## src/rtl/instr_encoder_loader_if.sv

```systemverilog
// Operation stream and instruction-memory write bus of the instruction
// encoder/loader. The master side supplies symbolic operations and observes
// the memory writes; the slave side is the loader itself.
interface instr_encoder_loader_if #(
  parameter int ADDR_W = 10
);
  logic              in_valid;
  logic              in_ready;
  logic [3:0]        in_op;
  logic [4:0]        in_rd;
  logic [4:0]        in_rs1;
  logic [4:0]        in_rs2;
  logic [31:0]       in_imm;
  logic              in_last;
  logic              imem_we;
  logic [ADDR_W-1:0] imem_addr;
  logic [31:0]       imem_wdata;

  modport master (
    output in_valid, in_op, in_rd, in_rs1, in_rs2, in_imm, in_last,
    input  in_ready, imem_we, imem_addr, imem_wdata
  );

  modport slave (
    input  in_valid, in_op, in_rd, in_rs1, in_rs2, in_imm, in_last,
    output in_ready, imem_we, imem_addr, imem_wdata
  );
endinterface

```

## src/rtl/instr_encoder_loader.sv

```systemverilog
// Instruction encoder/loader: turns symbolic RV32I operations into 32-bit
// instruction words and writes them to consecutive instruction-memory words,
// one cycle after each accepted operation. Immediate range problems, illegal
// operations and running out of memory are reported through sticky flags.
module instr_encoder_loader #(
  parameter int ADDR_W    = 10,
  parameter int BASE_ADDR = 0
) (
  input  logic                  clk,
  input  logic                  rst_n,
  input  logic                  start,
  instr_encoder_loader_if.slave bus,
  output logic                  busy,
  output logic                  done,
  output logic [ADDR_W:0]       word_count,
  output logic                  err_imm,
  output logic                  err_op,
  output logic                  err_full
);

  localparam logic [ADDR_W-1:0] BASE      = ADDR_W'(BASE_ADDR);
  localparam logic [ADDR_W:0]   DEPTH_CNT = {1'b1, {ADDR_W{1'b0}}};

  localparam logic [3:0] OP_ADD  = 4'd0,  OP_SUB  = 4'd1,  OP_AND  = 4'd2,  OP_OR   = 4'd3;
  localparam logic [3:0] OP_XOR  = 4'd4,  OP_ADDI = 4'd5,  OP_ANDI = 4'd6,  OP_ORI  = 4'd7;
  localparam logic [3:0] OP_LW   = 4'd8,  OP_SW   = 4'd9,  OP_BEQ  = 4'd10, OP_JAL  = 4'd11;
  localparam logic [3:0] OP_JALR = 4'd12, OP_LUI  = 4'd13, OP_AUIPC = 4'd14, OP_ILL = 4'd15;

  localparam logic [6:0] OPC_R     = 7'b0110011, OPC_I    = 7'b0010011, OPC_LOAD = 7'b0000011;
  localparam logic [6:0] OPC_STORE = 7'b0100011, OPC_BR   = 7'b1100011, OPC_JAL  = 7'b1101111;
  localparam logic [6:0] OPC_JALR  = 7'b1100111, OPC_LUI  = 7'b0110111, OPC_AUIPC = 7'b0010111;
  localparam logic [31:0] NOP_WORD = 32'h0000_0013;

  typedef enum logic [1:0] {
    ST_IDLE  = 2'd0,
    ST_LOAD  = 2'd1,
    ST_DRAIN = 2'd2,
    ST_FULL  = 2'd3
  } state_t;

  // Field packing for every supported operation; out-of-range immediates are
  // simply truncated to the bits the format can hold.
  function automatic logic [31:0] encode_instr(input logic [3:0] op, input logic [4:0] rd,
                                               input logic [4:0] rs1, input logic [4:0] rs2,
                                               input logic [31:0] imm);
    logic [31:0] w;
    w = NOP_WORD;
    case (op)
      OP_ADD:   w = {7'b0000000, rs2, rs1, 3'b000, rd, OPC_R};
      OP_SUB:   w = {7'b0100000, rs2, rs1, 3'b000, rd, OPC_R};
      OP_AND:   w = {7'b0000000, rs2, rs1, 3'b111, rd, OPC_R};
      OP_OR:    w = {7'b0000000, rs2, rs1, 3'b110, rd, OPC_R};
      OP_XOR:   w = {7'b0000000, rs2, rs1, 3'b100, rd, OPC_R};
      OP_ADDI:  w = {imm[11:0], rs1, 3'b000, rd, OPC_I};
      OP_ANDI:  w = {imm[11:0], rs1, 3'b111, rd, OPC_I};
      OP_ORI:   w = {imm[11:0], rs1, 3'b110, rd, OPC_I};
      OP_LW:    w = {imm[11:0], rs1, 3'b010, rd, OPC_LOAD};
      OP_SW:    w = {imm[11:5], rs2, rs1, 3'b010, imm[4:0], OPC_STORE};
      OP_BEQ:   w = {imm[12], imm[10:5], rs2, rs1, 3'b000, imm[4:1], imm[11], OPC_BR};
      OP_JAL:   w = {imm[20], imm[10:1], imm[11], imm[19:12], rd, OPC_JAL};
      OP_JALR:  w = {imm[11:0], rs1, 3'b000, rd, OPC_JALR};
      OP_LUI:   w = {imm[31:12], rd, OPC_LUI};
      OP_AUIPC: w = {imm[31:12], rd, OPC_AUIPC};
      default:  w = NOP_WORD;
    endcase
    return w;
  endfunction

  // An immediate is bad when it does not sign-fit its format, is odd for a
  // branch/jump offset, or has low bits set for an upper-immediate op.
  function automatic logic imm_bad(input logic [3:0] op, input logic [31:0] imm);
    logic bad;
    bad = 1'b0;
    case (op)
      OP_ADDI, OP_ANDI, OP_ORI, OP_LW, OP_SW, OP_JALR:
        bad = (imm[31:11] != {21{imm[11]}});
      OP_BEQ:           bad = (imm[31:12] != {20{imm[12]}}) || imm[0];
      OP_JAL:           bad = (imm[31:20] != {12{imm[20]}}) || imm[0];
      OP_LUI, OP_AUIPC: bad = (imm[11:0] != 12'h000);
      default:          bad = 1'b0;
    endcase
    return bad;
  endfunction

  state_t              state_r, state_s;
  logic [ADDR_W-1:0]   addr_r;
  logic [ADDR_W-1:0]   waddr_r;
  logic [31:0]         wdata_r;
  logic                we_r, done_r;
  logic [ADDR_W:0]     wc_r;
  logic                err_imm_r, err_op_r, err_full_r;
  logic                ready_s, accept_s, full_hit_s;

  assign ready_s    = (state_r == ST_LOAD) && !start;
  assign accept_s   = bus.in_valid && ready_s;
  assign full_hit_s = (wc_r + (ADDR_W+1)'(1)) == DEPTH_CNT;

  // State register.
  always_ff @(posedge clk or negedge rst_n) begin
    if (!rst_n) begin
      state_r <= ST_IDLE;
    end else begin
      state_r <= state_s;
    end
  end

  // Next-state: start always (re)opens a session; in_last wins over filling up.
  always_comb begin
    state_s = state_r;
    case (state_r)
      ST_IDLE: begin
        if (start) state_s = ST_LOAD;
        else       state_s = ST_IDLE;
      end
      ST_LOAD: begin
        if (start)                           state_s = ST_LOAD;
        else if (accept_s && bus.in_last)    state_s = ST_DRAIN;
        else if (accept_s && full_hit_s)     state_s = ST_FULL;
        else                                 state_s = ST_LOAD;
      end
      ST_DRAIN: begin
        if (start) state_s = ST_LOAD;
        else       state_s = ST_IDLE;
      end
      ST_FULL: begin
        if (start) state_s = ST_LOAD;
        else       state_s = ST_FULL;
      end
      default: state_s = ST_IDLE;
    endcase
  end

  // Write port, address/word counters and sticky error flags; start clears
  // the session while a write registered earlier still goes out uncounted.
  always_ff @(posedge clk or negedge rst_n) begin
    if (!rst_n) begin
      addr_r     <= BASE;
      waddr_r    <= {ADDR_W{1'b0}};
      wdata_r    <= 32'h0000_0000;
      we_r       <= 1'b0;
      done_r     <= 1'b0;
      wc_r       <= {(ADDR_W+1){1'b0}};
      err_imm_r  <= 1'b0;
      err_op_r   <= 1'b0;
      err_full_r <= 1'b0;
    end else begin
      we_r   <= 1'b0;
      done_r <= 1'b0;
      if (start) begin
        addr_r     <= BASE;
        wc_r       <= {(ADDR_W+1){1'b0}};
        err_imm_r  <= 1'b0;
        err_op_r   <= 1'b0;
        err_full_r <= 1'b0;
      end else if (accept_s) begin
        we_r       <= 1'b1;
        waddr_r    <= addr_r;
        wdata_r    <= encode_instr(bus.in_op, bus.in_rd, bus.in_rs1, bus.in_rs2, bus.in_imm);
        addr_r     <= addr_r + ADDR_W'(1);
        wc_r       <= wc_r + (ADDR_W+1)'(1);
        done_r     <= bus.in_last;
        err_imm_r  <= err_imm_r | imm_bad(bus.in_op, bus.in_imm);
        err_op_r   <= err_op_r | (bus.in_op == OP_ILL);
        err_full_r <= err_full_r | (!bus.in_last && full_hit_s);
      end else begin
        addr_r <= addr_r;
      end
    end
  end

  assign bus.in_ready   = ready_s;
  assign bus.imem_we    = we_r;
  assign bus.imem_addr  = waddr_r;
  assign bus.imem_wdata = wdata_r;
  assign busy           = (state_r != ST_IDLE);
  assign done           = done_r;
  assign word_count     = wc_r;
  assign err_imm        = err_imm_r;
  assign err_op         = err_op_r;
  assign err_full       = err_full_r;

endmodule
```

## src/flat_wrapper.sv

```systemverilog
// flat-port wrapper written by rule: the top's interface ports become plain ports
module instr_encoder_loader_flat 
#(
  parameter int ADDR_W    = 10,
  parameter int BASE_ADDR = 0
)
  (clk, rst_n, start, busy, done, word_count, err_imm, err_op, err_full, bus_in_valid, bus_in_op, bus_in_rd, bus_in_rs1, bus_in_rs2, bus_in_imm, bus_in_last, bus_in_ready, bus_imem_we, bus_imem_addr, bus_imem_wdata);
  instr_encoder_loader_if #(.ADDR_W(ADDR_W)) bus_i ();
  input  logic clk;
  input  logic rst_n;
  input  logic start;
  output logic busy;
  output logic done;
  output logic [ADDR_W:0] word_count;
  output logic err_imm;
  output logic err_op;
  output logic err_full;
  input wire logic [$bits(bus_i.in_valid)-1:0] bus_in_valid;
  input wire logic [$bits(bus_i.in_op)-1:0] bus_in_op;
  input wire logic [$bits(bus_i.in_rd)-1:0] bus_in_rd;
  input wire logic [$bits(bus_i.in_rs1)-1:0] bus_in_rs1;
  input wire logic [$bits(bus_i.in_rs2)-1:0] bus_in_rs2;
  input wire logic [$bits(bus_i.in_imm)-1:0] bus_in_imm;
  input wire logic [$bits(bus_i.in_last)-1:0] bus_in_last;
  output wire logic [$bits(bus_i.in_ready)-1:0] bus_in_ready;
  output wire logic [$bits(bus_i.imem_we)-1:0] bus_imem_we;
  output wire logic [$bits(bus_i.imem_addr)-1:0] bus_imem_addr;
  output wire logic [$bits(bus_i.imem_wdata)-1:0] bus_imem_wdata;
  assign bus_i.in_valid = bus_in_valid;
  assign bus_i.in_op = bus_in_op;
  assign bus_i.in_rd = bus_in_rd;
  assign bus_i.in_rs1 = bus_in_rs1;
  assign bus_i.in_rs2 = bus_in_rs2;
  assign bus_i.in_imm = bus_in_imm;
  assign bus_i.in_last = bus_in_last;
  assign bus_in_ready = bus_i.in_ready;
  assign bus_imem_we = bus_i.imem_we;
  assign bus_imem_addr = bus_i.imem_addr;
  assign bus_imem_wdata = bus_i.imem_wdata;
  instr_encoder_loader #(.ADDR_W(ADDR_W), .BASE_ADDR(BASE_ADDR)) u_core (.clk(clk), .rst_n(rst_n), .start(start), .bus(bus_i), .busy(busy), .done(done), .word_count(word_count), .err_imm(err_imm), .err_op(err_op), .err_full(err_full));
endmodule
```

## config.mk

```make
export PLATFORM = sky130hd
export DESIGN_NAME = instr_encoder_loader_flat
export DESIGN_NICKNAME = d
export VERILOG_FILES = /design/src/rtl/instr_encoder_loader_if.sv /design/src/rtl/instr_encoder_loader.sv /design/src/flat_wrapper.sv
export SDC_FILE = /design/constraint.sdc
export NUM_CORES = 1
export LEC_CHECK = 0
export BUFFER_PORTS_ARGS = -buffer_cell sky130_fd_sc_hd__buf_4
export CORE_MARGIN = 5
export CORE_UTILIZATION = 40
export CTS_BUF_LIST = sky130_fd_sc_hd__clkbuf_8
export CTS_CLUSTER_DIAMETER = 50
export DETAILED_ROUTE_END_ITERATION = 10
export GPL_ROUTABILITY_DRIVEN = 0
export PLACE_DENSITY = 0.75
export RECOVER_POWER = 100
export SETUP_SLACK_MARGIN = 0.4
export SYNTH_ARGS = -nofsm -noshare
export SYNTH_HDL_FRONTEND = slang
export SYNTH_SLANG_ARGS = --single-unit
export TNS_END_PERCENT = 10
```

## constraint.sdc

```tcl
create_clock -name clk -period 2.28 [get_ports clk]
set_input_delay 0.456 -clock clk [delete_from_list [all_inputs] [get_ports clk]]
set_output_delay 0.456 -clock clk [all_outputs]
set_load 0.02 [all_outputs]
```

# == After elaboration in Yosys (flattened, before gate mapping) ==
# Cells that the tools add are included.
# classes
n_addsub,2
eq_ne,22
n_mux,24
bitwise_logic,4
reduce_logical,18
# op_table
cell,count
case mux 32 bit (15 select lines),1
"equality test 4 bit, second input constant",8
two-way mux 11 bit,2
two-way mux 10 bit,2
inequality test 20 bit,1
inequality test 19 bit,1
"equality test 4 x 3 -> 1 bit, second input constant",4
two-way mux 1 bit,13
nonzero test 12 bit,1
"adder 11 x 1 -> 11 bit, second input constant",1
"equality test 11 bit, second input constant",1
inequality test 11 bit,1
"adder 10 x 1 -> 10 bit, second input constant",1
"equality test 4 x 2 -> 1 bit, second input constant",2
two-way mux 2 bit,4
case mux 2 bit (3 select lines),1
OR reduction 6 bit,1
logical AND 1 bit,5
"equality test 2 bit, second input constant",2
"equality test 4 x 1 -> 1 bit, second input constant",1
zero test 4 bit,1
case mux 1 bit (4 select lines),1
nonzero test 2 bit,2
OR reduction 2 bit,2
other kinds (7),11
# totals
ff_bits,70
in_bits,56
output_inout_bits,60

# == Logic depth before layout (Yosys ltp) ==
# logic_depth
ltp_word,8
mapped_depth,8

# == Least setup slack after synthesis ==
# Ideal clock, no wire load.
# synth_timing
path_type,reg2reg
startpoint,register u_core.wc_r[3] (netlist: u_core.word_count[3])
endpoint,register u_core.err_full_r (netlist: u_core.err_full)
setup_ns,0.095
arrival_time_ns,2.065
required_ns,2.185
slack_ns,0.119
stages_incl_launch_ff,8
n_path_buf,2
synth_period_minus_slack_ns,2.161
cell_sequence,dfrtp_1 buf_2 and4_1 buf_6 nand4_4 mux2_4 or4_4 o32ai_2
# synth_between
elab_chain_cells,6
# synth_lines
element,line,rtl
start: declaration,instr_encoder_loader.sv:90,logic [ADDR_W:0] wc_r;
start signal: assignment,instr_encoder_loader.sv:142,wc_r <= {(ADDR_W+1){1'b0}};
start signal: assignment,instr_encoder_loader.sv:151,wc_r <= {(ADDR_W+1){1'b0}};
start signal: assignment,instr_encoder_loader.sv:160,wc_r <= wc_r + (ADDR_W+1)'(1);
adder 11 x 1 -> 11 bit,instr_encoder_loader.sv:96,assign full_hit_s = (wc_r + (ADDR_W+1)'(1)) == DEPTH_CNT;
equality test 11 bit,instr_encoder_loader.sv:96,
logical AND 1 bit,instr_encoder_loader.sv:164,err_full_r <= err_full_r | (!bus.in_last && full_hit_s);
bitwise OR 1 bit,instr_encoder_loader.sv:164,
two-way mux 1 bit,instr_encoder_loader.sv:155,end else if (accept_s) begin
two-way mux 1 bit,instr_encoder_loader.sv:149,if (start) begin
end signal: assignment,instr_encoder_loader.sv:164,
end: declaration,instr_encoder_loader.sv:91,"logic err_imm_r, err_op_r, err_full_r;"
# Every way passes these cells. The select of a mux whose other input is x is not followed.
# A chain may end at the register's enable or synchronous reset.

# == Worst setup path in the final report ==
# layout_timing
startpoint,register u_core.wc_r[2] (netlist: u_core.word_count[2])
endpoint,register u_core.err_full_r (netlist: u_core.err_full)
# The elaborated chain is that of the path after synthesis.

==> qor.csv <==
metric,value,unit
R2R setup slack,360,ps
r2r endpoint,u_core.err_full,
Synth top area share,42.28,%
RSZ-0062 raised after global routing,true,
"Req. time, crit path",2540,ps
Slew Limit Fails,0,
Tmin final,1922,ps
Final Hold Vio Count,0,
worst min path class,input port to async pin,
fin nets,649,
cell chosen for the clock root,clkbuf_8,
maximum VDD drop,0.2807,mV
Total GRT Usage,19.32,%
Leak,0.002266,uW
max_cap viols,0,
Vias,4041,
CP Buf/Inv Count,0,
Final Setup Violations,0,
Slew headroom,32.76,%
WS Path Type,register to register,
Worst path depth,5,
TritonCTS buffer count,9,
synth top area cells,"dfrtp_1 42%, nand2_1 7.2%, nor2_1 6.3%",
largest net degree at the start of global routing,39,
final worst-path cycle share,84.28,%
Async SR Flop Fraction,100.0,%
sequential area share after synthesis,42.28,%
main flop type after synthesis,dfrtp_1,
worst setup path endpoint,u_core.err_full,
IO Count,116,
CTS sink cnt,69,
"Distinct cells, synth",61,
die height,111.0,um
largest delay contributor family on the critical path,simple AND/OR/NAND/NOR gates,
number of global-route vias before repair,3916,
synth warn,0,
CTS hold repair buffers,0,
top achievable clock speed,0.5204,GHz
FF-to-FF Start,u_core.word_count[2],
pwr dens,698.5,mW/mm^2
n_diodes,0,
CTS tree,built,
Setup crit start,u_core.word_count[2],
"EDFF count, synth",0,
worst-path maximum fanout,7,
CP Capture Type,register,
initial antenna violation count,0,
# port buffers,115,
crit-path cells,and3_1 -> nand3_1 -> xnor2_1 -> or4_4 -> o32ai_1,
half-perimeter wire length after placement,9086,um
status,finished clean,
DRT antenna net count,0,
residual DRC count,0,
Initial Util,41.40,%
Via-to-Cell Ratio,5.551,
worst slew pin tran,1009,ps
Post-Route WL,12470,um
DR WL/cell,17.13,um
Worst Reg2Reg Path Length in Cells,5,
Post-Syn Area,0.004084,sq mm
Avg Inst Size Synth,8.420,sq um
Synthesized Nets,544,
Crit-path slowest cell,dfrtp_1,
Worst path max stage delay,520,ps
Syn-to-layout area delta,24.57,%
crit path launch type,register,
clk slew on worst S/H paths,90,ps
num rows,36,
Core Region,0.009864,sq mm
die area,0.01233,sq mm
CTS max path bufs,2,
GRT overflow,0,
Worst-Skew Late Latency,350,ps
ratio of cells with drive above 1 in the final layout,16.47,%
Fin Clk Skew,10.20,ps
CP Data Arrival Time,2190,ps
H-tree Lvls,3,
DRT iter0 DRCs,299,
drt pass-1 iters,5,
die outline width,111.0,um
Syn Inst Count,485,
setup_tns,0,ps
cell taking the most area after synthesis,dfrtp_1,
Min Hold Slack,243.1,ps
global-route wire length before repair,19580,um
Synth top cells by count,"78 x nand2_1, 69 x dfrtp_1, 69 x nor2_1",
"flops & latches, synth",69,
most numerous cell in the Yosys netlist,nand2_1,
cell type report:
cell class	count	area [sq um]
repair buffers	127	723.2
inverters	11	42.54
fillers	972	4777
flip-flops and latches	69	1732
well taps	133	166.4
clock inverters	6	110.1
multi-input cells	372	2176
clock buffers	10	137.6
metal layers:
metal  share of wire, %  global-route usage [%]  up-vias
met1                 44                   25.27     1911
met2                 47                   31.51      178
met5                  0                       0        -
met3                7.6                   3.930       25
met4                1.9                   7.461        0
li1                   -                       -     1927
flip-flops by register name, indices dropped and copies added, names as in the netlist, 2 cells and up:
name / cells
u_core.bus.imem_wdata: 31
u_core.word_count: 11
u_core.addr_r: 10
u_core.bus.imem_addr: 10
u_core.state_r: 2
per-stage QoR:
step	power, uW	instances	util [%]	cell area, sq um	worst slack [ps]
after floorplan	1976	485	-	4101	278.6
after global placement	2430	707	51.18	5049	332.8
after detailed placement	2452	707	51.18	5049	267.8
after CTS	3705	727	54.06	5333	412.4
after global routing	3716	728	51.57	5087	203.8
final	3553	728	51.57	5087	358.4
worst min path at each step:
| stage | from | slack (ps) | endpoint | depth (start not counted) |
|---|---|---|---|---|
| global route | bus_in_last | 300 | u_core.err_full | 2 |
| global placement | rst_n | 460 | u_core.bus.imem_wdata[24] | 1 |
| CTS | rst_n | 80 | u_core.bus.imem_wdata[3] | 1 |
| floorplan | rst_n | 160 | u_core.addr_r[0] | 0 |
| detailed placement | rst_n | 470 | u_core.bus.imem_wdata[17] | 1 |
| finish | rst_n | 240 | u_core.bus.imem_wdata[17] | 1 |
repair_timing:
| item | CTS | global route |
|---|---|---|
| resized for setup | 4 | 3 |
| setup buffers | 4 | 1 |
| setup endpoints to repair | 2 | 1 |
| hold endpoints to repair | 0 | 0 |
logic make-up after synthesis:
kind of cell    share of synthesized area (%)
fa+ha+maj                              0.9192
buf+inv                                 4.381
mux                                     2.880
xor+xnor                                5.576
simple gates                            26.75
compound gates                          17.22
flops                                   42.28
power by group:
part	internal (uW)	total [uW]	switching [uW]	leakage, uW
Combinational	275	836	561	0.00125
Clock	757	1260	502	0.000124
Sequential	1370	1460	92.1	0.000887
worst reg2reg max path, stage by stage (launching register included):
cell,delay [ps]
dfrtp_1,520
and3_1,320
nand3_1,120
xnor2_1,160
or4_4,510
o32ai_1,210
cells in the final DEF (no fill, tap or decap), drive strengths merged, types with 7 or more instances in the layout:
cell	n
clkbuf	73
nand4	7
xor2	19
nand2	78
dfrtp	69
xnor2	7
a21oi	12
a221oi	11
nor4	7
nand3	15
nor2b	11
o21ai	36
nor3	10
buf	64
inv	11
mux2i	8
nor2	69
Note: power is estimated with default switching activity, not from simulation.
